==> src/rtl/imm_decode_stage_if.sv <==
// Handshake bundle for imm_decode_stage: upstream instruction offer, downstream decoded entry, flush.
// master = side driving instructions and consuming results; slave = the decode stage itself.
interface imm_decode_stage_if #(
    parameter int XLEN  = 32,
    parameter int TAG_W = 32
);
    logic             flush;
    logic             in_valid;
    logic             in_ready;
    logic [31:0]      in_ins;
    logic [TAG_W-1:0] in_tag;
    logic             out_valid;
    logic             out_ready;
    logic [XLEN-1:0]  out_imm;
    logic [2:0]       out_imm_type;
    logic             out_illegal;
    logic [TAG_W-1:0] out_tag;

    modport master (
        output flush, in_valid, in_ins, in_tag, out_ready,
        input  in_ready, out_valid, out_imm, out_imm_type, out_illegal, out_tag
    );

    modport slave (
        input  flush, in_valid, in_ins, in_tag, out_ready,
        output in_ready, out_valid, out_imm, out_imm_type, out_illegal, out_tag
    );
endinterface

==> src/rtl/imm_decode_stage.sv <==
// Registered immediate-decode stage: classify opcode, build XLEN immediate, buffer in a 2-entry FIFO.
// Optional CSR zimm decode enabled by defining IMM_ZICSR_EN.
module imm_decode_stage #(
    parameter int XLEN  = 32,
    parameter int TAG_W = 32
) (
    input logic              clk,
    input logic              rst,
    imm_decode_stage_if.slave bus
);
    localparam logic [2:0] TYPE_NONE = 3'd0;
    localparam logic [2:0] TYPE_I    = 3'd1;
    localparam logic [2:0] TYPE_S    = 3'd2;
    localparam logic [2:0] TYPE_B    = 3'd3;
    localparam logic [2:0] TYPE_U    = 3'd4;
    localparam logic [2:0] TYPE_J    = 3'd5;
    localparam logic [2:0] TYPE_Z    = 3'd6;

`ifdef IMM_ZICSR_EN
    localparam bit ZICSR_EN = 1'b1;
`else
    localparam bit ZICSR_EN = 1'b0;
`endif

    typedef struct packed {
        logic [XLEN-1:0]  imm;
        logic [2:0]       imm_type;
        logic             illegal;
        logic [TAG_W-1:0] tag;
    } entry_t;

    logic [31:0] ins;
    entry_t      entry_d;
    entry_t      mem_q [2];
    entry_t      head;
    logic [1:0]  count_q, count_d;
    logic        rd_ptr_q, rd_ptr_d;
    logic        wr_ptr_q, wr_ptr_d;
    logic        push, pop, wr_en;

    assign ins = bus.in_ins;

    // Decode happens before the buffer so the output side is a pure register read.
    always_comb begin
        entry_d     = '0;
        entry_d.tag = bus.in_tag;
        if (ins[1:0] != 2'b11) begin
            entry_d.illegal = 1'b1;
        end else begin
            unique case (ins[6:2])
                5'b00000, 5'b00100, 5'b11001: begin
                    entry_d.imm_type = TYPE_I;
                    entry_d.imm      = {{(XLEN-11){ins[31]}}, ins[30:20]};
                end
                5'b01000: begin
                    entry_d.imm_type = TYPE_S;
                    entry_d.imm      = {{(XLEN-11){ins[31]}}, ins[30:25], ins[11:7]};
                end
                5'b11000: begin
                    entry_d.imm_type = TYPE_B;
                    entry_d.imm      = {{(XLEN-12){ins[31]}}, ins[7], ins[30:25], ins[11:8], 1'b0};
                end
                5'b00101, 5'b01101: begin
                    entry_d.imm_type = TYPE_U;
                    entry_d.imm      = {{(XLEN-31){ins[31]}}, ins[30:12], 12'b0};
                end
                5'b11011: begin
                    entry_d.imm_type = TYPE_J;
                    entry_d.imm      = {{(XLEN-20){ins[31]}}, ins[19:12], ins[20], ins[30:21], 1'b0};
                end
                5'b11100: begin
                    if (ZICSR_EN && ins[14]) begin
                        entry_d.imm_type = TYPE_Z;
                        entry_d.imm      = {{(XLEN-5){1'b0}}, ins[19:15]};
                    end
                end
                default: entry_d.imm_type = TYPE_NONE;
            endcase
        end
    end

    // in_ready depends only on registered count, so out_ready never reaches it combinationally.
    assign bus.in_ready  = (count_q != 2'd2);
    assign bus.out_valid = (count_q != 2'd0);
    assign push  = bus.in_valid & bus.in_ready;
    assign pop   = bus.out_valid & bus.out_ready;
    assign wr_en = push & ~bus.flush;

    always_comb begin
        count_d  = count_q;
        rd_ptr_d = rd_ptr_q;
        wr_ptr_d = wr_ptr_q;
        if (bus.flush) begin
            count_d  = 2'd0;
            rd_ptr_d = 1'b0;
            wr_ptr_d = 1'b0;
        end else begin
            if (push) wr_ptr_d = ~wr_ptr_q;
            if (pop)  rd_ptr_d = ~rd_ptr_q;
            count_d = count_q + 2'(push) - 2'(pop);
        end
    end

    always_ff @(posedge clk or posedge rst) begin
        if (rst) begin
            count_q  <= 2'd0;
            rd_ptr_q <= 1'b0;
            wr_ptr_q <= 1'b0;
            // NOTE: the buffer is reset because its head is driven straight onto the outputs, which must read 0 in reset.
            mem_q[0] <= '0;
            mem_q[1] <= '0;
        end else begin
            count_q  <= count_d;
            rd_ptr_q <= rd_ptr_d;
            wr_ptr_q <= wr_ptr_d;
            if (wr_en) mem_q[wr_ptr_q] <= entry_d;
        end
    end

    assign head             = mem_q[rd_ptr_q];
    assign bus.out_imm      = head.imm;
    assign bus.out_imm_type = head.imm_type;
    assign bus.out_illegal  = head.illegal;
    assign bus.out_tag      = head.tag;
endmodule

==> src/flat_wrapper.sv <==
// flat-port wrapper written by rule: the top's interface ports become plain ports
module imm_decode_stage_flat 
#(
    parameter int XLEN  = 32,
    parameter int TAG_W = 32
)
  (clk, rst, bus_flush, bus_in_valid, bus_in_ins, bus_in_tag, bus_out_ready, bus_in_ready, bus_out_valid, bus_out_imm, bus_out_imm_type, bus_out_illegal, bus_out_tag);
  imm_decode_stage_if #(.XLEN(XLEN), .TAG_W(TAG_W)) bus_i ();
  input logic clk;
  input logic rst;
  input wire logic [$bits(bus_i.flush)-1:0] bus_flush;
  input wire logic [$bits(bus_i.in_valid)-1:0] bus_in_valid;
  input wire logic [$bits(bus_i.in_ins)-1:0] bus_in_ins;
  input wire logic [$bits(bus_i.in_tag)-1:0] bus_in_tag;
  input wire logic [$bits(bus_i.out_ready)-1:0] bus_out_ready;
  output wire logic [$bits(bus_i.in_ready)-1:0] bus_in_ready;
  output wire logic [$bits(bus_i.out_valid)-1:0] bus_out_valid;
  output wire logic [$bits(bus_i.out_imm)-1:0] bus_out_imm;
  output wire logic [$bits(bus_i.out_imm_type)-1:0] bus_out_imm_type;
  output wire logic [$bits(bus_i.out_illegal)-1:0] bus_out_illegal;
  output wire logic [$bits(bus_i.out_tag)-1:0] bus_out_tag;
  assign bus_i.flush = bus_flush;
  assign bus_i.in_valid = bus_in_valid;
  assign bus_i.in_ins = bus_in_ins;
  assign bus_i.in_tag = bus_in_tag;
  assign bus_i.out_ready = bus_out_ready;
  assign bus_in_ready = bus_i.in_ready;
  assign bus_out_valid = bus_i.out_valid;
  assign bus_out_imm = bus_i.out_imm;
  assign bus_out_imm_type = bus_i.out_imm_type;
  assign bus_out_illegal = bus_i.out_illegal;
  assign bus_out_tag = bus_i.out_tag;
  imm_decode_stage #(.XLEN(XLEN), .TAG_W(TAG_W)) u_core (.clk(clk), .rst(rst), .bus(bus_i));
endmodule
==> config.mk <==
export PLATFORM = sky130hd
export DESIGN_NAME = imm_decode_stage_flat
export DESIGN_NICKNAME = d
export VERILOG_FILES = /design/src/rtl/imm_decode_stage_if.sv /design/src/rtl/imm_decode_stage.sv /design/src/flat_wrapper.sv
export SDC_FILE = /design/constraint.sdc
export NUM_CORES = 1
export LEC_CHECK = 0
export CAP_MARGIN = 20
export CORE_UTILIZATION = 45
export CTS_CLUSTER_DIAMETER = 80
export DETAILED_ROUTE_END_ITERATION = 10
export GPL_ROUTABILITY_DRIVEN = 0
export PLACE_DENSITY_LB_ADDON = 0.1
export SYNTH_ARGS = -nofsm -noshare
export SYNTH_HDL_FRONTEND = slang
export SYNTH_SLANG_ARGS = --single-unit
export TNS_END_PERCENT = 1
==> constraint.sdc <==
create_clock -name clk -period 6.5 [get_ports clk]
set_input_delay 1.3 -clock clk [delete_from_list [all_inputs] [get_ports clk]]
set_output_delay 1.3 -clock clk [all_outputs]
set_load 0.05 [all_outputs]
==> results of run 1 <==
## how the worst min path moves through the flow
stage	from	end	slack [ps]	cells past startpoint
after floorplan	u_core.mem_q[68]$_DFFE_PP0P_	u_core.mem_q[68]$_DFFE_PP0P_	440	2
after global placement	u_core.mem_q[84]$_DFFE_PP0P_	u_core.mem_q[84]$_DFFE_PP0P_	450	2
after detailed placement	u_core.mem_q[87]$_DFFE_PP0P_	u_core.mem_q[87]$_DFFE_PP0P_	460	2
after CTS	u_core.mem_q[98]$_DFFE_PP0P_	u_core.mem_q[98]$_DFFE_PP0P_	470	2
after global routing	u_core.mem_q[100]$_DFFE_PP0P_	u_core.mem_q[100]$_DFFE_PP0P_	480	2
final	u_core.mem_q[87]$_DFFE_PP0P_	u_core.mem_q[87]$_DFFE_PP0P_	470	2
## metrics by stage
step	hold WS, ps	setup slack (ps)	area, um^2	std cells
floorplan	442	1450	6440	586
detailed placement	459	2480	7950	873
global route	484	1960	8580	906
global placement	453	2480	7950	873
finish	467	2080	8580	906
CTS	473	2040	8580	905
## kinds of logic after synthesis
family                   after synthesis
buffers and inverters                 41
adder cells (fa/ha/maj)                2
XOR/XNOR                               4
flip-flops                           140
multiplexers                         103
AND/OR/NAND/NOR                      200
AO/OA/AOI/OAI                         96
## layout by cell type (no fill, tap or decap), types with 3 or more instances in the layout
master           instances
bufinv_16                3
clkdlybuf4s50_1        138
clkbuf_16               17
nor2_1                   6
inv_1                    3
a22o_1                  36
dfrtp_1                139
buf_4                    6
mux2_2                 103
nand2_1                167
clkinv_4                 3
xnor2_1                  3
and2_1                   4
o21ai_0                 37
clkbuf_8                 5
a21oi_1                  9
a211o_1                  3
nor2b_1                  4
## routing by layer
layer  vias to the layer above  part of all wire, %  track usage, %
met5                         -                    0               0
met4                         0                 0.83            6.25
met3                        11                  4.4            5.43
met2                       122                   50            36.2
met1                      2396                   45            29.5
li1                       2286                    -               -
## worst max-delay path: cells and delay by family (launching register included)
family | cells | cell delay (ps)
flops | 1 | 1080
mux | 1 | 400
buf+inv | 2 | 1200
## Yosys cell counts
| cell | instances |
|---|---|
| nand3_1 | 1 |
| buf_2 | 3 |
| o31a_1 | 1 |
| nor2_1 | 6 |
| or4_1 | 2 |
| nor4_1 | 1 |
| and2_1 | 4 |
| and3b_1 | 1 |
| buf_1 | 8 |
| o32ai_1 | 1 |
| a311oi_1 | 1 |
| o21ai_1 | 1 |
| a21oi_1 | 9 |
| a21boi_2 | 1 |
| a211o_1 | 3 |
| buf_6 | 4 |
| inv_1 | 4 |
| clkbuf_1 | 22 |
| a211oi_1 | 2 |
| nor4bb_1 | 1 |
| nand2b_1 | 2 |
| a22o_1 | 36 |
| o21ai_0 | 37 |
| or2_2 | 1 |
| or4b_2 | 1 |
| nor4b_1 | 1 |
| dfrtp_1 | 140 |
| nand3b_1 | 2 |
| nor3_1 | 1 |
| nand2_1 | 167 |
| xnor2_1 | 3 |
| nor2b_1 | 4 |
| or3b_2 | 1 |
| nand4b_1 | 2 |
| xor2_1 | 1 |
| mux2_2 | 103 |
| a211oi_4 | 2 |
| nor2b_4 | 1 |
| a21o_1 | 2 |
| and2_0 | 1 |
| ha_1 | 2 |
## flip-flops by register name, indices dropped and copies added, names as in the netlist
signal           flops
u_core.rd_ptr_q      1
u_core.count_q       2
u_core.mem_q       136
u_core.wr_ptr_q      1
## power by group through the flow
stage                     registers (W)  clock network [W]  logic [W]
after global routing            0.00129            0.00108    0.00158
after global placement          0.00125                  0    0.00148
after CTS                       0.00126            0.00103    0.00150
final                           0.00126            0.00101    0.00149
after detailed placement        0.00127                  0    0.00149
after floorplan                 0.00119                  0    0.00110
## area by class of cell
cell class / count / area share, %
Tap cell: 180 / 2.62
Clock buffer: 23 / 5.80
Timing Repair Buffer: 145 / 16.7
Inverter: 4 / 0.233
Clock inverter: 9 / 1.56
Multi-Input combinational cell: 405 / 32.3
Sequential cell: 140 / 40.8
==> impl_results.md, run 1 <==
* Max-slew violations at 0
* Io pins at 139
* Outcome: finished, final reports clean
* Capture point of the critical path: bus_out_imm[5]
* Biggest area consumer among synthesized cells: dfrtp_1
* Transition at the pin with the smallest max-transition slack at 1080 ps
* Overall power at between 0.003 and 0.004 W
* Resized Gates After CTS at 0
* Ranking of synthesized cells by area: dfrtp_1, mux2_2, nand2_1, a22o_1, o21ai_0
* Register Area at 0.00350 mm^2
* Unrepaired setup endpoints after global routing: false
* Critical path required time at approximately 5200 ps
* Count of unique library cells instantiated by Yosys at between 40 and 50
* Cell-by-cell listing of the critical path: buf_4, mux2_2, clkdlybuf4s50_1
* Via count of the first global-routing pass at 4,975
* Adder-cell area share of the yosys netlist at 0.388%
* Biggest fanout along the worst timing path at 43
* Depth of the CTS H-tree at 4
* Reg2reg path depth at 5
* Slew headroom at 27.8%
* DRC at 0
* Largest family of logic cells by synthesized area: multiplexers
* Final Hold Vio Count at 0
* HPWL after DPL at 9.91 mm
* Wire length of the first global-routing pass at approximately 25 mm
* Power Dens Cells at 437 mW/mm^2
* Total number of yosys warnings at 0
* Static leakage power at roughly 3.9 nW
* IR drop worst, VDD at about 0.17 mV
* Sequential cell fraction of total power at 33.4%
* Start-to-end type of the worst setup path: register to output port
* Die area at roughly 0.015 mm^2
* WL final at 15.4 mm
* Fraction of the cycle the final worst path needs at 68.0%
* Multiplexer share of the synthesized area at 18.0%
* Post-route core utilization at 61.6%
* Die width at 122 um
* Synthesized instance count at slightly below 600
* Share of layout cells above drive strength 1 at 20.9%
* Clock transition at the registers of the reported paths at 50 ps
* Syn Area/Cell at 11.0 um^2
* Fraction of power consumed by the clock network at 27.0%
* Post-Synth XOR/XNOR Area at 0.544%
* Synth Area in Simple Gates at 13.2%
* Gate power share at 39.6%
* CTS Buf Count at 17
* Slowest cell on crit path: dfrtp_2
* Total iterations of the first detailed-routing run at 4
* Top-area cell type share of the netlist area at 54.4%
* Vertical die dimension at roughly 120 um
* Setup skew after layout at 5.53 ps
* FILL cells at around 1,100
* Area of the core region at 0.0139 mm^2
* Number of diodes at 0
* Startpoint types: register
* Synth Cell Area at 0.00644 mm^2
* Overflow left after global routing at 0
* Final setup viols at 0
* Int Pwr at 0.00236 W
* TritonCTS clock tree: done
* Fin nets at around 780
* Number of input and output port buffers inserted at 138
* Worst setup EP type: output port
* Net switching power of the design at 0.00140 W
* Startpoint of the most critical register-to-register path: u_core.count_q[1]$_DFF_PP0_
* Max Cap Viol at 0
* Via count of the routed design at 4,815
* Post-CTS Setup Repair Bufs at 0
* Shortest clock period the worst path allows after layout at 4420 ps
* DRC violation total after the first TritonRoute iteration at 330
* Number of antenna violations at the first check in global routing at 0
* Worst min path class: register to register
* Compound-Gate Fraction of Synth Area at 10.6%
* Synth Register Bits at 140
* Routed via count divided by cell count at 5.31
* Delay of the slowest cell on the worst path at roughly 1100 ps
* GRT Resource Usage Total at 22.2%
* Count of hold buffers inserted by post-cts repair at 0
* Net Sw Frac at 37.2%
* Maximum frequency from static timing analysis at 226 MHz
* Area Overhead vs Synth at 33.2%
* Sequential cell area fraction in the yosys report at 54.4%
* Antenna Nets Post-Route at 0
* Launch point of the worst path: u_core.rd_ptr_q$_DFFE_PP0P_
* Root buffer selected by CTS: clkbuf_16
* Worst r2r dst: u_core.mem_q[36]$_DFFE_PP0P_
* Setup TNS at 0 ps
* Mapped Nets at 657
* Clock latency of the later-clocked register in the worst-skew pair at 410 ps
* Multi-input gate area in the final layout at 0.00277 mm^2
* Initial core utilization at a little under half
* Sinks on the clock net at 140
* Endpoint arrival time on the critical path at 3120 ps
* Row Count at 43
* Number of buffers on the longest clock path at 2
* Routed wire per std cell at 17.0 um
* Pin count of the biggest net entering global routing at between 80 and 90
* Reg2reg setup slack at 3990 ps
(Power assumes the default switching activity.)
==> run 2: changes to the inputs <==
==> constraint.sdc (replaced) <==
create_clock -name clk -period 4.1 [get_ports clk]
set_input_delay 0.82 -clock clk [delete_from_list [all_inputs] [get_ports clk]]
set_output_delay 0.82 -clock clk [all_outputs]
set_load 0.05 [all_outputs]
==> run 2 against run 1 <==
Against the previous run: via count rose by 1.0%; sequential power rose by 52%; critical path depth is the same; largest power group unchanged; sequential share of layout area shrank 0.11 points; total power is 56% higher; design area grew 0.26%; non-clock buffer count rose by 6; global-route usage is 0.14 points lower; clock-buffer cell count shrank 2; register-to-register slack got worse by 2000 ps; clock skew rose by 0.85 ps; critical endpoint is now bus_out_tag[19]; highest routed layer unchanged.
==> impl_results.md, run 2 (synthesized netlist as in run 1, its figures left out) <==
* Max FFs per register at 136
* Fraction of power consumed by the clock network at 25.3%
* Top reg by flops: u_core.mem_q
* Clock latency of the later-clocked register in the worst-skew pair at between 400 and 500 ps
* GRT Resource Usage Total at about 22%
* Worst setup EP type: output port
* Worst r2r dst: u_core.mem_q[1]$_DFFE_PP0P_
* Pin count of the biggest net entering global routing at 85
* Power Dens Cells at 680 mW/mm^2
* CTS Buf Count at 17
* Cell area after layout at 0.00861 mm^2
* Sinks on the clock net at between 100 and 150
* DRC violation total after the first TritonRoute iteration at 271
* Setup TNS at 0 ps
* Die width at 122 um
* Critical path required time at about 3300 ps
* Vertical die dimension at 122 um
* Net Sw Frac at 38.0%
* Final Hold Vio Count at 0
* Number of buffers on the longest clock path at 2
* Final non-filler cell total at 912
* Int Pwr at 0.00363 W
* Placed instance area at 0.00802 mm^2
* Via count of the routed design at 4,863
* Net switching power of the design at between 0.002 and 0.0025 W
* Dpl cells at approximately 900
* Number of input and output port buffers inserted at approximately 140
* Post-CTS Setup Repair Bufs at 0
* IR drop worst, VDD at 0.356 mV
* HPWL after DPL at roughly 10 mm
* Io pins at 139
* Count of hold buffers inserted by post-cts repair at 0
* Static leakage power at just under 4 nW
* Most common cell after layout, fill and taps aside: nand2_1
* Depth of the CTS H-tree at 4
* Share of layout cells above drive strength 1 at 21.3%
* Sequential cell fraction of total power at 32.9%
* Outcome: finished, final reports clean
* Area Overhead vs Synth at 33.6%
* Shortest clock period the worst path allows after layout at 3110 ps
* Area of the core region at 0.0139 mm^2
* Final setup viols at 0
* Maximum frequency from static timing analysis at around 320 MHz
* Biggest fanout along the worst timing path at 28
* Wire length of the first global-routing pass at 24.9 mm
* Biggest registers after layout: u_core.mem_q (136), u_core.count_q (2)
* Commonest cells after routing, fill and taps aside: nand2_1, dfrtp_1, clkdlybuf4s50_1
* Root buffer selected by CTS: clkbuf_16
* Fraction of the cycle the final worst path needs at 75.9%
* Start point of the worst hold path: u_core.mem_q[67]$_DFFE_PP0P_
* Overflow left after global routing at 0
* Die area at 0.0148 mm^2
* Start-to-end type of the worst setup path: register to output port
* Setup skew after layout at 6.38 ps
* Row Count at 43
* Worst min path class: register to register
* Number of antenna violations at the first check in global routing at 0
* Startpoint types: register
* Resized Gates After CTS at 0
* WL final at 15.4 mm
* Reg2reg setup slack at just under 2000 ps
* TritonCTS clock tree: done
* Antenna Nets Post-Route at 0
* Max-slew violations at 0
* Fin nets at slightly below 800
* Routed via count divided by cell count at 5.33
* Clock transition at the registers of the reported paths at approximately 60 ps
* Total iterations of the first detailed-routing run at 5
* Endpoint arrival time on the critical path at 2290 ps
* Number of diodes at 0
* DRC at 0
* Max Cap Viol at 0
* Unrepaired setup endpoints after global routing: false
* WHS Endpoint: u_core.mem_q[67]$_DFFE_PP0P_
* Via count of the first global-routing pass at 5,060
* Gate power share at 41.8%
* Routed wire per std cell at 16.9 um
* Slew headroom at 40.3%
* Initial core utilization at 46.2%
* Transition at the pin with the smallest max-transition slack at 895 ps
* Worst hold path cell count at 1
* Startpoint of the most critical register-to-register path: u_core.count_q[0]$_DFF_PP0_
* Reg2reg path depth at 4
[run 2: per-layer routing]
layer | part of all wire [%] | track usage (%)
met1 | 44 | 27.5
met2 | 51 | 38.0
met3 | 3.6 | 4.45
met4 | 1.2 | 7.87
met5 | 0 | 0
[run 2: stage by stage]
step                      hold slack (ps)  util (%)  total power [W]  setup slack [ps]
after global placement                453      57.5          0.00434               727
after floorplan                       442         -          0.00363              1530
after detailed placement              458      57.5          0.00441               644
after global routing                  489      61.8          0.00613               922
after CTS                             472      61.6          0.00590               954
final                                 468      61.8          0.00585               990
[run 2: area by class of cell]
cell class	instances	area (um^2)
repair buffers	151	1520
well taps	180	225
fillers	1151	5330
clock buffers	21	450
clock inverters	11	120
flip-flops and latches	140	3500
multi-input cells	405	2770
inverters	4	18.8
[run 2: worst max-delay path by stage]
stage                                   end                   startpoint
2_1_floorplan   u_core.count_q[0]$_DFF_PP0_                          rst
3_3_place_gp   u_core.mem_q[58]$_DFFE_PP0P_                bus_in_ins[6]
3_5_place_dp   u_core.mem_q[36]$_DFFE_PP0P_                bus_in_ins[6]
4_1_cts                     bus_out_tag[29]  u_core.rd_ptr_q$_DFFE_PP0P_
5_1_grt                     bus_out_tag[17]  u_core.rd_ptr_q$_DFFE_PP0P_
6_report                    bus_out_tag[19]  u_core.rd_ptr_q$_DFFE_PP0P_
[run 2: worst max-delay path, stage by stage (launching register included)]
cell and delay [ps]:
dfrtp_2 380, buf_4 380, mux2_2 390, clkdlybuf4s50_1 720
[run 2: power groups by stage]
| stage | Clock, W | Sequential [W] | Combinational (W) |
|---|---|---|---|
| 2_1_floorplan | 0 | 0.00188 | 0.00175 |
| 3_3_place_gp | 0 | 0.00191 | 0.00243 |
| 3_5_place_dp | 0 | 0.00195 | 0.00246 |
| 4_1_cts | 0.00150 | 0.00192 | 0.00247 |
| 5_1_grt | 0.00157 | 0.00197 | 0.00259 |
| 6_report | 0.00148 | 0.00192 | 0.00244 |
==> run 3: changes to the inputs <==
==> constraint.sdc (replaced) <==
create_clock -name clk -period 2.99 [get_ports clk]
set_input_delay 0.598 -clock clk [delete_from_list [all_inputs] [get_ports clk]]
set_output_delay 0.598 -clock clk [all_outputs]
set_load 0.05 [all_outputs]
==> run 3 against run 2 <==
Against the previous run: worst hold slack gained 1.5 ps; global-route usage grew 0.078 points; clock-buffer cell count is the same; die area is the same; highest routed layer unchanged.
==> impl_results.md, run 3 (synthesized netlist as in run 1, its figures left out) <==
* Row Count at 43
* Count of hold buffers inserted by post-cts repair at 0
* Maximum frequency from static timing analysis at 344 MHz
* Number of antenna violations at the first check in global routing at 0
* Static leakage power at 4.06 nW
* Final setup viols at 0
* Root buffer selected by CTS: clkbuf_16
* Die area at 0.0148 mm^2
* Depth of the CTS H-tree at 4
* Top reg by flops: u_core.mem_q
* Routed via count divided by cell count at approximately 5.3
* IR drop worst, VDD at 0.378 mV
* Final non-filler cell total at between 900 and 1,000
* Start-to-end type of the worst setup path: register to output port
* Share of layout cells above drive strength 1 at 25.7%
* Net switching power of the design at 0.00304 W
* Int Pwr at between 0.005 and 0.006 W
* Io pins at 139
* Outcome: finished, final reports clean
* Dpl cells at roughly 890
* Gate power share at around two fifths
* Critical path required time at 2390 ps
* Worst hold slack after final layout at 469 ps
* Shortest clock period the worst path allows after layout at 2910 ps
* Sequential cell fraction of total power at 31.6%
* Initial core utilization at 46.2%
* Area Overhead vs Synth at 35.9%
* Post-CTS Setup Repair Bufs at 0
* Unrepaired setup endpoints after global routing: false
* Number of buffers on the longest clock path at 2
* HPWL after DPL at 10.5 mm
* Slew headroom at 54.7%
* Transition at the pin with the smallest max-transition slack at around 670 ps
* Antenna Nets Post-Route at 0
* Max-slew violations at 0
* Clock latency of the later-clocked register in the worst-skew pair at 410 ps
* Via count of the first global-routing pass at 4,937
* Max FFs per register at 136
* Most common cell after layout, fill and taps aside: nand2_1
* TritonCTS clock tree: done
* Clock transition at the registers of the reported paths at ~60 ps
* Power Dens Cells at 959 mW/mm^2
* Total iterations of the first detailed-routing run at 4
* Setup skew after layout at 4.45 ps
* Number of diodes at 0
* Max Cap Viol at 0
* Vertical die dimension at 122 um
* Net Sw Frac at 36.1%
* Final Hold Vio Count at 0
* DRC violation total after the first TritonRoute iteration at 250
* Fraction of power consumed by the clock network at between 20 and 30%
* Die width at 122 um
* DRC at 0
* Fin nets at 801
* Worst slack at placement at 85.0 ps
* Area of the core region at 0.0139 mm^2
* Number of input and output port buffers inserted at 138
* Commonest cells after routing, fill and taps aside: nand2_1, dfrtp_1, clkdlybuf4s50_1
* WL final at between 15 and 20 mm
* Overflow left after global routing at 0
* Via count of the routed design at 4,848
* Fraction of the cycle the final worst path needs at between 90% and 100%
* Worst min path class: register to register
* Setup TNS at 0 ps
* Biggest registers after layout: u_core.mem_q (136), u_core.count_q (2)
* Sinks on the clock net at 140
* Worst setup EP type: output port
* CTS Buf Count at 17
* Resized Gates After CTS at 0
* GRT Resource Usage Total at 22.2%
* Startpoint types: register
* Pin count of the biggest net entering global routing at 47
* Endpoint arrival time on the critical path at between 2000 and 2500 ps
* Worst path setup slack after routing at 79.1 ps
* Wire length of the first global-routing pass at around 25 mm
* Biggest fanout along the worst timing path at 41
* Routed wire per std cell at around 17 um
## run 3: worst max-delay path: stages, from the launching register on
cell	delay (ps)
dfrtp_2	490
buf_12	300
mux2_2	390
clkdlybuf4s50_1	710
## run 3: final cells by class
type                       instances  area, um^2
fill                            1132        5170
sequential                       140        3500
multi-input combinational        405        2770
timing repair buffer             162        1560
clock buffer                      21         470
tap                              180         225
clock inverter                    11         213
inverter                           4        18.8
## run 3: stage by stage
step / instance area, um^2 / utilization (%) / power, W
6_report: 8760 / 62.9 / 0.00840
5_1_grt: 8760 / 62.9 / 0.00879
4_1_cts: 8760 / 62.9 / 0.00848
3_5_place_dp: 8080 / 58.0 / 0.00605
3_3_place_gp: 8080 / 58.0 / 0.00597
2_1_floorplan: 6450 / - / 0.00498
## run 3: path summary, 6_finish.rpt
kind                                         startpoint  slack, ps                             to  cells past startpoint
setup / recovery            u_core.rd_ptr_q$_DFFE_PP0P_         80                 bus_out_imm[5]                      3
hold / removal             u_core.mem_q[93]$_DFFE_PP0P_        470   u_core.mem_q[93]$_DFFE_PP0P_                      2
setup reg to reg            u_core.count_q[1]$_DFF_PP0_       1080    u_core.count_q[1]$_DFF_PP0_                      8
hold reg to reg            u_core.mem_q[93]$_DFFE_PP0P_        470   u_core.mem_q[93]$_DFFE_PP0P_                      2
max in group asynchronous                           rst       1790  u_core.mem_q[103]$_DFFE_PP0P_                      3
min in group asynchronous                           rst        580  u_core.mem_q[101]$_DFFE_PP0P_                      2
## run 3: routing by layer
metal  track usage [%]  part of all wire, %  up-vias
met5                 0                    0        -
met4              7.56                  1.4        0
met3              4.92                  4.5       15
met2              37.8                   51      137
met1              27.8                   43     2388
li1                  -                    -     2308
## run 3: power groups by stage
stage / clock (W) / sequential [W] / combinational (W)
2_1_floorplan: 0 / 0.00258 / 0.00240
3_3_place_gp: 0 / 0.00264 / 0.00333
3_5_place_dp: 0 / 0.00268 / 0.00337
4_1_cts: 0.00244 / 0.00266 / 0.00338
5_1_grt: 0.00253 / 0.00271 / 0.00355
6_report: 0.00240 / 0.00266 / 0.00335
